<file path="src/rtl/cps_sram_pkg.sv">
// Shared definitions for the CPS video-RAM SRAM controller.
//   PH_P1..PH_P4 : bit index of each phase inside the one-hot ram_cyc vector
//   CH_W         : width of a channel id / SLOT_MAP field
//   slot_owner() : extracts the owner channel of one slot from a SLOT_MAP word
package cps_sram_pkg;

   localparam int PH_P1 = 0;
   localparam int PH_P2 = 1;
   localparam int PH_P3 = 2;
   localparam int PH_P4 = 3;

   localparam int CH_W = 2;

   // Slot 0 lives in the LSBs of the map.
   function automatic logic [CH_W-1:0] slot_owner(input logic [31:0] map, input int slot);
      return map[slot*CH_W +: CH_W];
   endfunction

endpackage

</file>
<file path="src/rtl/cps_sram_slot_sel.sv">
// Combinational grant selection for one ram_acc slot.
//   slot    : one-hot ram_acc; zero or multi-hot means "no valid slot"
//   req     : per-channel request lines
//   ram_ref : SDRAM refresh, suppresses any grant
//   grant   : a channel is granted this slot
//   id      : granted channel (valid with grant)
// The static owner always wins; otherwise, with DONATE set, the slot goes to
// the lowest-indexed requester. A map entry naming a channel that does not
// exist behaves like an idle owner.
module cps_sram_slot_sel
   import cps_sram_pkg::*;
#(
   parameter int                 NUM_CH   = 3,
   parameter int                 SLOTS    = 4,
   parameter logic [2*SLOTS-1:0] SLOT_MAP = 8'b11_10_01_00,
   parameter bit                 DONATE   = 1'b1
) (
   input  logic [SLOTS-1:0]  slot,
   input  logic [NUM_CH-1:0] req,
   input  logic              ram_ref,
   output logic              grant,
   output logic [CH_W-1:0]   id
);

   localparam logic [31:0] MAP32 = 32'(SLOT_MAP);

   int unsigned     hot_cnt;
   logic [CH_W-1:0] owner;
   logic            owner_req;
   logic [CH_W-1:0] low_id;

   always_comb begin
      hot_cnt   = 0;
      owner     = '0;
      owner_req = 1'b0;
      low_id    = '0;
      grant     = 1'b0;
      id        = '0;
      for (int s = 0; s < SLOTS; s++) begin
         if (slot[s]) begin
            hot_cnt = hot_cnt + 1;
            owner   = slot_owner(MAP32, s);
         end
      end
      for (int c = 0; c < NUM_CH; c++) begin
         if (owner == CH_W'(c) && req[c]) owner_req = 1'b1;
      end
      for (int c = NUM_CH - 1; c >= 0; c--) begin
         if (req[c]) low_id = CH_W'(c);
      end
      if (!ram_ref && hot_cnt == 1) begin
         if (owner_req) begin
            grant = 1'b1;
            id    = owner;
         end else if (DONATE && (|req)) begin
            grant = 1'b1;
            id    = low_id;
         end
      end
   end

endmodule

</file>
<file path="src/rtl/cps_sram_mc_ctrl.sv">
// Multi-channel asynchronous SRAM controller driven by the SDRAM slot schedule.
// Each ram_acc slot runs a fixed 4-phase access: P1 latch, P2 strobe,
// P3 capture, P4 return.
//   bus_clk/bus_rst           : clock, asynchronous active-high reset
//   ram_ref/ram_cyc/ram_acc   : refresh flag, one-hot phase, one-hot slot
//   ch_req/we/be/addr/wdata   : per-channel request and payload
//   ch_ack/ch_rvalid/ch_rdata : grant pulse, read-valid pulse, shared read data
//   sram_*                    : SRAM pins (active-low strobes, word address, data)
// Handshake: a requester raises ch_req with its payload and holds both until
// ch_ack pulses; it must then drop req or present the next request before the
// following P1. Read data arrives later on ch_rvalid, 3 cycles after ch_ack.
module cps_sram_mc_ctrl
   import cps_sram_pkg::*;
#(
   parameter int                 NUM_CH   = 3,
   parameter int                 SLOTS    = 4,
   parameter int                 ADDR_W   = 20,
   parameter logic [2*SLOTS-1:0] SLOT_MAP = 8'b11_10_01_00,
   parameter bit                 DONATE   = 1'b1
) (
   input  logic                     bus_rst,
   input  logic                     bus_clk,
   input  logic                     ram_ref,
   input  logic [3:0]               ram_cyc,
   input  logic [SLOTS-1:0]         ram_acc,
   input  logic [NUM_CH-1:0]        ch_req,
   input  logic [NUM_CH-1:0]        ch_we,
   input  logic [4*NUM_CH-1:0]      ch_be,
   input  logic [ADDR_W*NUM_CH-1:0] ch_addr,
   input  logic [32*NUM_CH-1:0]     ch_wdata,
   output logic [NUM_CH-1:0]        ch_ack,
   output logic [NUM_CH-1:0]        ch_rvalid,
   output logic [31:0]              ch_rdata,
   output logic                     sram_ce_n,
   output logic                     sram_oe_n,
   output logic                     sram_we_n,
   output logic [3:0]               sram_be_n,
   output logic [ADDR_W-3:0]        sram_addr,
   output logic                     sram_dq_oe,
   output logic [31:0]              sram_dq_o,
   input  logic [31:0]              sram_dq_i
);

   logic            g_grant;
   logic [CH_W-1:0] g_id;

   cps_sram_slot_sel #(
      .NUM_CH   (NUM_CH),
      .SLOTS    (SLOTS),
      .SLOT_MAP (SLOT_MAP),
      .DONATE   (DONATE)
   ) u_slot_sel (
      .slot    (ram_acc),
      .req     (ch_req),
      .ram_ref (ram_ref),
      .grant   (g_grant),
      .id      (g_id)
   );

   // Payload of the channel picked for this slot.
   logic              sel_we;
   logic [3:0]        sel_be;
   logic [ADDR_W-1:0] sel_addr;
   logic [31:0]       sel_wdata;

   always_comb begin
      sel_we    = 1'b0;
      sel_be    = '0;
      sel_addr  = '0;
      sel_wdata = '0;
      for (int c = 0; c < NUM_CH; c++) begin
         if (g_id == CH_W'(c)) begin
            sel_we    = ch_we[c];
            sel_be    = ch_be[c*4 +: 4];
            sel_addr  = ch_addr[c*ADDR_W +: ADDR_W];
            sel_wdata = ch_wdata[c*32 +: 32];
         end
      end
   end

   // Byte-offset bits never reach the 32-bit SRAM.
   logic unused_addr_lsb;
   assign unused_addr_lsb = ^sel_addr[1:0];

   logic              lat_rd, lat_wr;
   logic [3:0]        lat_be;
   logic [ADDR_W-3:0] lat_addr;
   logic [31:0]       lat_wdata;
   logic [CH_W-1:0]   lat_id;
   logic [31:0]       cap_q;

   // P1 latch: rd/wr clear on an empty slot, address and data simply hold.
   always_ff @(posedge bus_clk or posedge bus_rst) begin
      if (bus_rst) begin
         lat_rd    <= 1'b0;
         lat_wr    <= 1'b0;
         lat_be    <= '0;
         lat_addr  <= '0;
         lat_wdata <= '0;
         lat_id    <= '0;
         ch_ack    <= '0;
      end else begin
         ch_ack <= '0;
         if (ram_cyc[PH_P1]) begin
            if (g_grant) begin
               lat_rd    <= ~sel_we;
               lat_wr    <= sel_we;
               lat_be    <= sel_be;
               lat_addr  <= sel_addr[ADDR_W-1:2];
               lat_wdata <= sel_wdata;
               lat_id    <= g_id;
               ch_ack    <= NUM_CH'(1) << g_id;
            end else begin
               lat_rd <= 1'b0;
               lat_wr <= 1'b0;
            end
         end
      end
   end

   // Strobes are active only in the single cycle following the P2 edge.
   always_ff @(posedge bus_clk or posedge bus_rst) begin
      if (bus_rst) begin
         sram_ce_n <= 1'b1;
         sram_oe_n <= 1'b1;
         sram_we_n <= 1'b1;
         sram_be_n <= 4'hF;
      end else if (ram_cyc[PH_P2]) begin
         sram_ce_n <= ~((lat_rd | lat_wr) && (lat_be != 4'h0));
         sram_oe_n <= ~lat_rd;
         sram_we_n <= ~lat_wr;
         sram_be_n <= (lat_rd | lat_wr) ? ~lat_be : 4'hF;
      end else begin
         sram_ce_n <= 1'b1;
         sram_oe_n <= 1'b1;
         sram_we_n <= 1'b1;
         sram_be_n <= 4'hF;
      end
   end

   // Free-running capture; at P4 it holds the data seen during the strobe cycle.
   always_ff @(posedge bus_clk or posedge bus_rst) begin
      if (bus_rst) begin
         cap_q     <= '0;
         ch_rdata  <= '0;
         ch_rvalid <= '0;
      end else begin
         cap_q     <= sram_dq_i;
         ch_rvalid <= '0;
         if (ram_cyc[PH_P4] && lat_rd) begin
            ch_rdata  <= cap_q;
            ch_rvalid <= NUM_CH'(1) << lat_id;
         end
      end
   end

   assign sram_addr  = lat_addr;
   assign sram_dq_o  = lat_wdata;
   assign sram_dq_oe = lat_wr;

endmodule

</file>
<file path="config.mk">
export PLATFORM = sky130hd
export DESIGN_NAME = cps_sram_mc_ctrl
export DESIGN_NICKNAME = d
export VERILOG_FILES = /design/src/rtl/cps_sram_pkg.sv /design/src/rtl/cps_sram_slot_sel.sv /design/src/rtl/cps_sram_mc_ctrl.sv
export SDC_FILE = /design/constraint.sdc
export NUM_CORES = 1
export LEC_CHECK = 0
export BUFFER_PORTS_ARGS = -buffer_cell sky130_fd_sc_hd__buf_4
export CAP_MARGIN = 20
export CORE_UTILIZATION = 32
export DETAILED_ROUTE_END_ITERATION = 10
export GPL_ROUTABILITY_DRIVEN = 0
export HOLD_SLACK_MARGIN = 0.12
export PLACE_DENSITY = 0.61
export SYNTH_ARGS = -nofsm -noshare
export SYNTH_HDL_FRONTEND = slang
export SYNTH_SLANG_ARGS = --single-unit
</file>
<file path="constraint.sdc">
create_clock -name bus_clk -period 9.8 [get_ports bus_clk]
set_input_delay 0.49 -clock bus_clk [delete_from_list [all_inputs] [get_ports bus_clk]]
set_output_delay 0.49 -clock bus_clk [all_outputs]
set_load 0.02 [all_outputs]
</file>
# ---- Yosys cells after proc, flatten, opt, wreduce, memory -nomap -nowiden
# Cells that the tools add are included.
dict set report totals {
  reg_bits 135
  wordCells 83
  out_inout_bits 96
  input_bits 217
}
dict set report op_classes {
  n_shift 2
  n_addsub 3
  n_reduce_logical 12
  eq_ne 5
  n_mux 41
  bitwise 6
}
# op count
set ops {}
lappend ops {{two-way mux 32 bit} 6}
lappend ops {{adder 32 x 1 -> 32 bit (second input constant)} 2}
lappend ops {{two-way mux 20 bit} 3}
lappend ops {{== test 32 x 1 -> 1 bit (second input constant)} 1}
lappend ops {{two-way mux 4 bit} 5}
lappend ops {{two-way mux 1 bit} 16}
lappend ops {{two-way mux 2 bit} 8}
lappend ops {{two-way mux 3 bit} 3}
lappend ops {{logical AND 1 bit} 6}
lappend ops {{<< shifter 1 x 2 -> 3 bit (first input constant)} 2}
lappend ops {{== test 2 x 1 -> 1 bit (second input constant)} 2}
lappend ops {{== test 2 bit (second input constant)} 2}
lappend ops {{logical NOT 2 bit} 2}
lappend ops {{NOT 1 bit} 4}
lappend ops {{NOT 4 bit} 1}
lappend ops {{nonzero test 4 bit} 1}
lappend ops {{OR reduction 3 bit} 1}
lappend ops {{adder 1 x 1 -> 2 bit (second input constant)} 1}
lappend ops {{AND reduction 2 bit} 1}
lappend ops {{logical NOT 1 bit} 1}
lappend ops {{OR 1 bit} 1}

# ---- Depth between registers and ports, before layout
# Gate-level depths: netlist of run 1.
dict set report depth {
  depth_word 16
  ltp_mapped 11
  ltp_nobuf 9
}

# ---- Hierarchy
# A second synthesis of run 1 with hierarchy kept.
dict set report unflattened {
  hier_cells 530
  area_unflattened_um2 5983.2
}
# module cells_each area_each_um2 instances seq_area_each_um2
set modules_own_cells {}
lappend modules_own_cells {cps_sram_mc_ctrl 502 5759.3 1 3387.0}
lappend modules_own_cells {cps_sram_slot_sel 28 224.0 1 0.0}

# ---- Least setup slack after synthesis of run 1
# No wires, ideal clock.
dict set report synth_path {
  kind {in2reg}
  start {input port ram_acc[0]}
  end {register lat_addr[0], in the netlist sram_addr[0]}
  path_slack_ns 6.848
  arrival_ns 2.842
  path_stages 10
  t_required_ns 9.690
  setup_time_ns 0.110
  path_cell_list {inv_1 ha_1 xor2_1 ha_1 or2_1 mux4_2 or2_1 buf_4 buf_6 o41ai_1}
}
dict set report synth_via {
  elab_chain_len 14
}
# item line_no
set synth_lines {}
lappend synth_lines {{from (decl)} cps_sram_mc_ctrl.sv:25} ;# input logic [SLOTS-1:0] ram_acc,
lappend synth_lines {{two-way mux 1 bit (*)} cps_sram_slot_sel.sv:40} ;# if (slot[s]) begin
lappend synth_lines {{adder 1 x 1 -> 2 bit} cps_sram_slot_sel.sv:41} ;# hot_cnt = hot_cnt + 1;
lappend synth_lines {{two-way mux 32 bit (*)} cps_sram_slot_sel.sv:40}
lappend synth_lines {{adder 32 x 1 -> 32 bit} cps_sram_slot_sel.sv:41}
lappend synth_lines {{two-way mux 32 bit (*)} cps_sram_slot_sel.sv:40}
lappend synth_lines {{adder 32 x 1 -> 32 bit} cps_sram_slot_sel.sv:41}
lappend synth_lines {{two-way mux 32 bit (*)} cps_sram_slot_sel.sv:40}
lappend synth_lines {{== test 32 x 1 -> 1 bit (*)} cps_sram_slot_sel.sv:51} ;# if (!ram_ref && hot_cnt == 1) begin
lappend synth_lines {{logical AND 1 bit (*)} cps_sram_slot_sel.sv:51}
lappend synth_lines {{two-way mux 2 bit} cps_sram_slot_sel.sv:51}
lappend synth_lines {{logical NOT 2 bit} cps_sram_mc_ctrl.sv:72} ;# if (g_id == CH_W'(c)) begin
lappend synth_lines {{two-way mux 20 bit (3 in a row)} cps_sram_mc_ctrl.sv:72}
lappend synth_lines {{to (signal assigned)} cps_sram_mc_ctrl.sv:109} ;# lat_addr <= sel_addr[ADDR_W-1:2];
lappend synth_lines {{to (decl)} cps_sram_mc_ctrl.sv:87} ;# logic [ADDR_W-3:0] lat_addr;
# Mark *: on every way between the ends. The rest lies on a longest branch, timed or not.
# A chain may end at the register's enable or synchronous reset.

# ---- Worst setup path in the final report of run 1
dict set report layout_path {
  start {input port ram_acc[0]}
  end {register lat_be[1]}
}
dict set report layout_via {
  elab_chain_len 14
}
# item line_no
set layout_lines {}
lappend layout_lines {{two-way mux 1 bit (*)} cps_sram_slot_sel.sv:40}
lappend layout_lines {{adder 1 x 1 -> 2 bit} cps_sram_slot_sel.sv:41}
lappend layout_lines {{two-way mux 32 bit (*)} cps_sram_slot_sel.sv:40}
lappend layout_lines {{adder 32 x 1 -> 32 bit} cps_sram_slot_sel.sv:41}
lappend layout_lines {{two-way mux 32 bit (*)} cps_sram_slot_sel.sv:40}
lappend layout_lines {{adder 32 x 1 -> 32 bit} cps_sram_slot_sel.sv:41}
lappend layout_lines {{two-way mux 32 bit (*)} cps_sram_slot_sel.sv:40}
lappend layout_lines {{== test 32 x 1 -> 1 bit (*)} cps_sram_slot_sel.sv:51}
lappend layout_lines {{logical AND 1 bit (*)} cps_sram_slot_sel.sv:51}
lappend layout_lines {{two-way mux 2 bit} cps_sram_slot_sel.sv:51}
lappend layout_lines {{logical NOT 2 bit} cps_sram_mc_ctrl.sv:72}
lappend layout_lines {{two-way mux 4 bit (3 in a row)} cps_sram_mc_ctrl.sv:72}
lappend layout_lines {{to (signal assigned)} cps_sram_mc_ctrl.sv:108} ;# lat_be <= sel_be;
lappend layout_lines {{to (decl)} cps_sram_mc_ctrl.sv:86} ;# logic [3:0] lat_be;
# Marked as above.

==> impl_summary.md, run 1 <==
Outcome
The flow ran to the end, and the final reports show no timing, DRC or antenna violations.

Clock tree
TritonCTS built the clock tree. The TritonCTS buffer count is 17. The tree is rooted in a clkbuf_16. The total number of H-tree levels is 4.

No sink is reached through more buffers than the 2 on the longest clock path. Clock latency on the worst-skew pair, taken at its later pin, is a little over 400 ps. The number of gates resized after cts is 0. The clock drives ~140 sinks. Clock-pin slew was measured on the worst setup and hold paths at 60 ps.

Worst setup path
The endpoint of the lowest-slack register-to-register path is ch_rdata[25]. Of all nets on the critical path, the largest fanout is 34. For the worst flop-to-flop path, the logic depth is 3. The launch point of the worst reg-to-reg path is lat_rd. The register-to-register path setup slack is approximately 8300 ps. At the worst endpoint, the arrival time is ~3700 ps. The kind of start point of the critical path is an input pin. The worst setup path is of the input pin to flip-flop kind.

The required time of the critical path is 10080 ps. The capturing element type of the critical path is a flip-flop.

Logic synthesis
The top-area cell type share of the netlist area is 55.4%. The post-synthesis average cell area is 11.8 um2. During synthesis, Yosys emitted a total of 0 warnings.

The sequential-to-total area share from yosys stat is about three fifths. The synthesized design contains 0 enable-type register cells. In the post-synthesis netlist, the biggest area contributors are dfrtp_1 55%, o41ai_1 8.2%, o31ai_1 7.0%. The number of synthesized register bits is 135. The cell count after synthesis is 489. Yosys instantiated no cell more often than dfrtp_1. The commonest cells after synthesis are 128 x dfrtp_1, 54 x o31ai_1, 54 x o41ai_1, 53 x o22ai_1, 52 x nor2_1.

The post-synth net total is 709. The primary flip-flop cell chosen by synthesis mapping is dfrtp_1. The synthesized design spends more area on one cell type than any other, namely dfrtp_1. The number of different library cells used by synthesis comes to 39. In the synthesized netlist the async set-or-reset flop fraction comes to 100%.

The synthesized netlist occupies a cell area of approximately 5800 um2.

Routing
The wire length after detailed routing is 18.8 mm. The vias after detailed routing is between 5000 and 6000. For this run, design rule violations remaining after detail routing come to 0.

The routed wirelength normalized by instance count is 18.6 um. The iteration count of the initial detailed-routing pass is 5. Using the TritonRoute via totals, the vias-per-cell ratio works out to 5.25.

The iteration-0 DRC count of the detailed router is approximately 240. The remaining antenna violation count is 0.

STA
The worst path needs about 3400 ps of the cycle, external delays included. The slew at the pin with the worst max-slew slack is ~840 ps. The number of setup violations in the final report is 0. After routing, the total negative slack on setup checks comes to 0 ps. Clock skew on the completed layout was measured at approximately 7.9 ps. The worst hold margin is 177 ps. The ratio of final minimum period to clock period is a little over a third. The number of hold violations in the final report is 0. In this run the tightest slew margin relative to its limit is roughly 44%.

Setup repair after global routing left no endpoint under its margin. The final number of max-transition violations is 0. Static timing analysis puts the maximum clock frequency at approximately 290 MHz.

Global route
The wire length of the first global-routing pass is 28.6 mm. Summed over all layers, the global routing overflow is 0. Entering global routing, the biggest net connects 86 pins.

The number of global-route vias before repair is about 5700. Global routing consumed, over all layers together, between 20% and 30% of the routing resources. The number of antenna violations at the first check in global routing is 0.

Pwr
The total power density per cell area is approximately 250 nW/um2. The fraction of power consumed by the clock network is 26.6%. The leakage dissipation is approximately 4.2 nW.

The combinational fraction of design power is approximately 37%. The switching fraction of total power is 34.8%. Sequential cells burn 36.6% of the power.

Summed over all nets, the switching power comes to around 0.79 mW. The internal power of the cells is roughly 1.5 mW. The worst-case vdd ir drop is approximately 0.16 mV. The total design power is approximately 2.3 mW.

Placed design
The estimated wirelength of the detail-placed design is about 13 mm. During placement, the flow inserted port buffers numbering around 300. Once placement finished, the instance area stood at 8290 um2. Counting tap cells, the placed design contains a total of about 1000 instances.

Floorplanning
The die outline area is 18600 um2. The height of the die is around 140 um. The floorplan step defined a core boundary enclosing roughly 17000 um2. The I/O pin total is about 310. The effective utilization at floorplan is about 33%. The row count is 48.

From left edge to right edge, the die measures approximately 140 um.

Final layout
Summing all non-filler instances in the final layout gives an area of approximately 8900 um2. The final layout net count is 994. The number of diodes is 0. The count of cells in the finished layout, fillers not included, comes to a little over 1000.

The fraction of layout cells with a size suffix above 1 is about half. The area added between synthesis and finish is 53.6%.

Hold path
The worst hold path terminates at cap_q[6]. The number of stages on the worst hold path is 1. The worst hold path belongs to the class input pin to flip-flop. In this run the most critical hold path is launched from sram_dq_i[6].

Run
The number of max-cap violations is 0.
-- layout by cell type (no fill, tap or decap), types with 2 or more instances in the layout --
| cell type | count |
|---|---|
| and3b_1 | 2 |
| buf_12 | 2 |
| buf_4 | 313 |
| clkbuf_16 | 17 |
| clkinv_4 | 2 |
| clkinvlp_4 | 5 |
| dfrtp_1 | 128 |
| dfstp_2 | 7 |
| ha_1 | 3 |
| inv_1 | 6 |
| inv_6 | 5 |
| mux2_2 | 34 |
| nand2_1 | 10 |
| nand4b_1 | 2 |
| nor2_1 | 52 |
| nor2b_1 | 2 |
| nor3_1 | 5 |
| nor4_1 | 2 |
| o22ai_1 | 53 |
| o31ai_1 | 53 |
| o41ai_1 | 54 |
| or2_1 | 2 |
-- power by group through the flow --
stage	combinational [mW]	sequential (mW)	clock (mW)
2_1_floorplan	0.246	1.01	0
3_3_place_gp	0.816	0.825	0
3_5_place_dp	0.836	0.835	0
4_1_cts	0.838	0.827	0.619
5_1_grt	0.882	0.847	0.647
6_report	0.830	0.826	0.602
-- worst max-delay path: stages --
cell and delay (ps):
buf_4 110, ha_1 200, or2_1 220, and2_1 140, ha_1 270, or2_1 200, mux4_2 760, or2_2 620
buf_12 270, o41ai_1 410
-- how the worst max path moves through the flow --
stage / startpoint / slack (ps) / depth (start not counted) / endpoint
final: ram_acc[0] / 6370 / 10 / lat_be[1]
after global routing: ram_acc[1] / 6180 / 10 / lat_be[1]
after CTS: ram_acc[0] / 6340 / 10 / lat_be[1]
after detailed placement: ram_acc[0] / 5900 / 10 / sram_dq_o[24]
after global placement: ram_acc[1] / 5650 / 9 / lat_be[1]
after floorplan: bus_rst / 5710 / 1 / cap_q[0]
-- layout make-up --
class	instances	area [um2]
Sequential cell	135	3390
Timing Repair Buffer	317	2430
Inverter	7	31.3
Clock inverter	13	125
Clock buffer	18	429
Fill cell	1596	8590
Multi-Input combinational cell	296	2200
Tap cell	225	282
-- state kept, by name, indices dropped and copies added (netlist names), 2 cells and up --
signal / count
cap_q: 32
ch_ack: 3
ch_rdata: 32
ch_rvalid: 3
lat_be: 4
lat_id: 2
sram_addr: 18
sram_be_n: 4
sram_dq_o: 32
-- repair_timing --
item / 4_1_cts / 5_1_grt
setup buffers: 0 / 0
hold buffers: 1 / 0
hold endpoints to repair: 14 / 0
-- stage by stage --
| step | setup WS, ps | util (%) |
|---|---|---|
| floorplan | 5710 | - |
| global placement | 5650 | 47.2 |
| detailed placement | 5900 | 47.4 |
| CTS | 6340 | 50.7 |
| global route | 6180 | 50.8 |
| finish | 6370 | 50.8 |
-- kinds of logic after synthesis --
logic type,Yosys count,synth area share (%)
muxes,37,7.35
adders and majority gates,3,0.649
AOI/OAI and AO/OA,169,22.0
xor gates and xnor gates,1,0.151
buffers and inverters,58,4.43
DFF,135,58.6
and+or+nand+nor,86,6.84
-- routing by layer --
metal  track usage, %  share of wire [%]  up-vias
met4             9.38                2.9        0
met3             5.44                6.0       34
met1             21.5                 37     2605
li1                 -                  -     2472
met2             37.3                 54      200
met5                0                  0        -
Note: power is estimated with default switching activity, not from simulation.
==> inputs of run 2 (changes only) <==
clock period = 3.2 ns   (was 9.8 ns; I/O delays follow)
==> run 2 against run 1 <==
Compared with the run above:
- power grew to 3.4 times the previous value
- final cell count is 14% higher
- combinational power grew to 3.7 times the previous value
- largest cell class is now non-clock buffers
- sequential share of layout area is 5.6 points lower
- cell area is 17% higher
- worst setup slack worse by 6300 ps
- via count is 11% higher
- clock skew is 1.7 ps higher
- global-route usage is 1.8 points higher
- critical path depth is 1 higher
- sequential power grew to 3.1 times the previous value
==> impl_summary.md, run 2 (synthesized netlist as in run 1, its figures left out) <==
Outcome
The run finished with clean final reports.

Worst setup path
The depth of the worst register-to-register path is 4. The worst register-to-register path has a setup slack of 1480 ps. The worst setup path is captured at a flip-flop. Of all nets on the critical path, the largest fanout is 24. The required time of the critical path is around 3600 ps. The class of the most critical setup path is input pin to flip-flop.

The most critical setup path has its startpoint at ram_acc[0]. Following the worst setup path forward leads to its endpoint at sram_dq_o[5]. The biggest cell delay along the critical path is around 610 ps. Traced cell by cell, the critical path runs through buf_4, ha_1, or2_1, and2_1, ha_1, or2_1, mux4_2, or2_2, buf_4, o41ai_1, dlygate4sd3_1. The kind of start point of the critical path is an input pin.

For the worst setup path, the data arrival time is between 3000 and 4000 ps. The launch point of the worst reg-to-reg path is lat_rd. The endpoint of the lowest-slack register-to-register path is ch_rdata[20].

The cell with the largest stage delay on the worst path is dlygate4sd3_1.

Clock tree
The tree built by TritonCTS fans out to approximately 140 sinks. The clock latency at the later pin of the worst-skew pair is 420 ps. The number of buffers added for setup after CTS is 0. TritonCTS built the clock tree. The total number of H-tree levels is 4. The TritonCTS buffer count is 17. The clock transition at the register clock pins on the worst setup and hold paths after CTS is 70 ps. The clock root buffer master is clkbuf_16.

The clock passes through at most 2 buffers.

STA
The ratio of final minimum period to clock period is a little over nine tenths. The number of hold violations in the final report came to 0. Setup violations remaining at the end of the flow were counted as 0. Summed over all failing endpoints, the final setup total negative slack is 0 ps. The worst clock skew is slightly below 10 ps. Based on the critical path, the design can be clocked at up to 323 MHz. The shortest clock period the worst path allows after layout is just over 3000 ps. The final number of max-transition violations is 0. Setup repair after global routing could not meet its margin everywhere. Once routing completed, OpenROAD measured the worst setup slack at ~100 ps. At the pin with the least slew margin, the transition time is roughly 970 ps. The relative slew slack is ~35%. The worst hold margin is ~140 ps.

Final layout
Counting the fill cells in the layout gives ~1400. The number of diodes is 0. The final layout contains between 1000 and 1500 nets. The most frequent standard cell in the layout excluding fill and tap cells is buf_4. The final cell area excluding filler cells is roughly 10000 um2. The top cell types in the final layout, fill and taps aside, are 315 x buf_4, 135 x dlygate4sd3_1, 128 x dfrtp_1.

In the final layout, the share of cells above drive strength 1 is between 40% and 50%. From synthesis to final layout, the design area changed by 79.8%. The core occupancy in the finished layout is between 50% and 60%. After the flow finishes, the layout carries non-filler instances totaling between 1000 and 1500.

Pwr
The total power density per cell area is roughly 730 nW/um2. Overall power consumption after layout is estimated at between 7 and 8 mW. The worst-case vdd ir drop is 0.442 mV. The leakage dissipation is ~5 nW.

Routing
The remaining antenna violation count is 0. The post-detailed-route via-to-cell ratio is between 5 and 6. The vias after detailed routing is 5909. The total DRC errors in the routed layout is 0. The routed wirelength normalized by instance count is approximately 18 um. For this block, the routed nets add up to about 21 mm of wire. The first TritonRoute pass finished after 4 iterations. In this run, the number of DRC markers left after iteration 0 of detailed routing was between 200 and 250.

Placed design
The estimated wirelength of the detail-placed design is between 10 and 15 mm. The number of placed instances, taps included is approximately 1000. Before CTS, the worst setup slack after placement is around 140 ps. In this run the cell area measured after placement is 8350 um2. The number of port buffers is around 310.

Floorplanning
The die covers ~19000 um2. Measured along the y axis, the die boundary spans approximately 140 um. For this configuration, the core starts out at a cell density of approximately 33%. The I/O pin total is 313. The total area inside the core boundary comes to approximately 17000 um2. From left edge to right edge, the die measures 136 um.

Row generation in the floorplan step produced 48 rows.

Global route
Across every metal layer, demand over resource in global routing totals 22.2%. Entering global routing, the biggest net connects between 100 and 150 pins. The first global-routing pass estimated 31.5 mm of wire.

The number of global-route vias before repair is ~6300. After global routing the overflow that remains totals 0. The number of antenna violations at the first check in global routing is 0.

Hold path
The kind of path behind the tightest hold check is input pin to flip-flop.

Run
The number of max-cap violations is 0.
==> run 2: cell count changes in the layout (fill, tap and decap cells not counted), sizes merged <==
cell         delta
dlygate4sd3   +134
clkinv          +1
inv             +2
clkinvlp        -2
buf             +5
==> run 2: critical path: cells and delay by family <==
kind            cells  cell delay [ps]
mux                 1              500
compound gates      1              420
simple gates        4              920
buf+inv             3              970
fa+ha+maj           2              480
==> run 2: final cells by class <==
cell class | count | area [um2] | share of cell area [%]
Timing Repair Buffer | 456 | 3830 | 36.9
Multi-Input combinational cell | 296 | 2270 | 21.8
Clock inverter | 14 | 156 | 1.50
Clock buffer | 18 | 439 | 4.22
Inverter | 7 | 30.0 | 0.289
Sequential cell | 135 | 3390 | 32.6
Tap cell | 225 | 282 | 2.71
==> run 2: what timing repair did <==
item	CTS	global route
endpoints found under the hold margin	128	1
hold buffers	134	1
resized for setup	0	10
endpoints found under the setup margin	0	19
==> run 2: how the worst min path moves through the flow <==
stage          slack (ps)  cells past startpoint           from       endpoint
2_1_floorplan         190                      0   sram_dq_i[0]       cap_q[0]
3_3_place_gp          270                      1  sram_dq_i[11]      cap_q[11]
3_5_place_dp          270                      1   sram_dq_i[5]       cap_q[5]
4_1_cts               130                      3       ch_be[8]      lat_be[0]
5_1_grt               140                      3    ch_addr[59]  sram_addr[17]
6_report              140                      3    ch_addr[44]   sram_addr[2]
==> run 2: where the power goes <==
group	internal, mW	leakage [nW]	switching, mW
clock network	1.13	0.287	0.844
logic	1.60	2.91	1.46
registers	2.23	1.66	0.306
total	4.96	4.86	2.61
==> run 2: per-layer routing <==
metal  share of wire [%]  vias to the layer above  track usage [%]
met2                  53                      227             40.3
met4                 2.0                        0             7.59
met1                  39                     2899             25.0
met5                   0                        -                0
li1                    -                     2752                -
met3                 5.6                       31             5.59
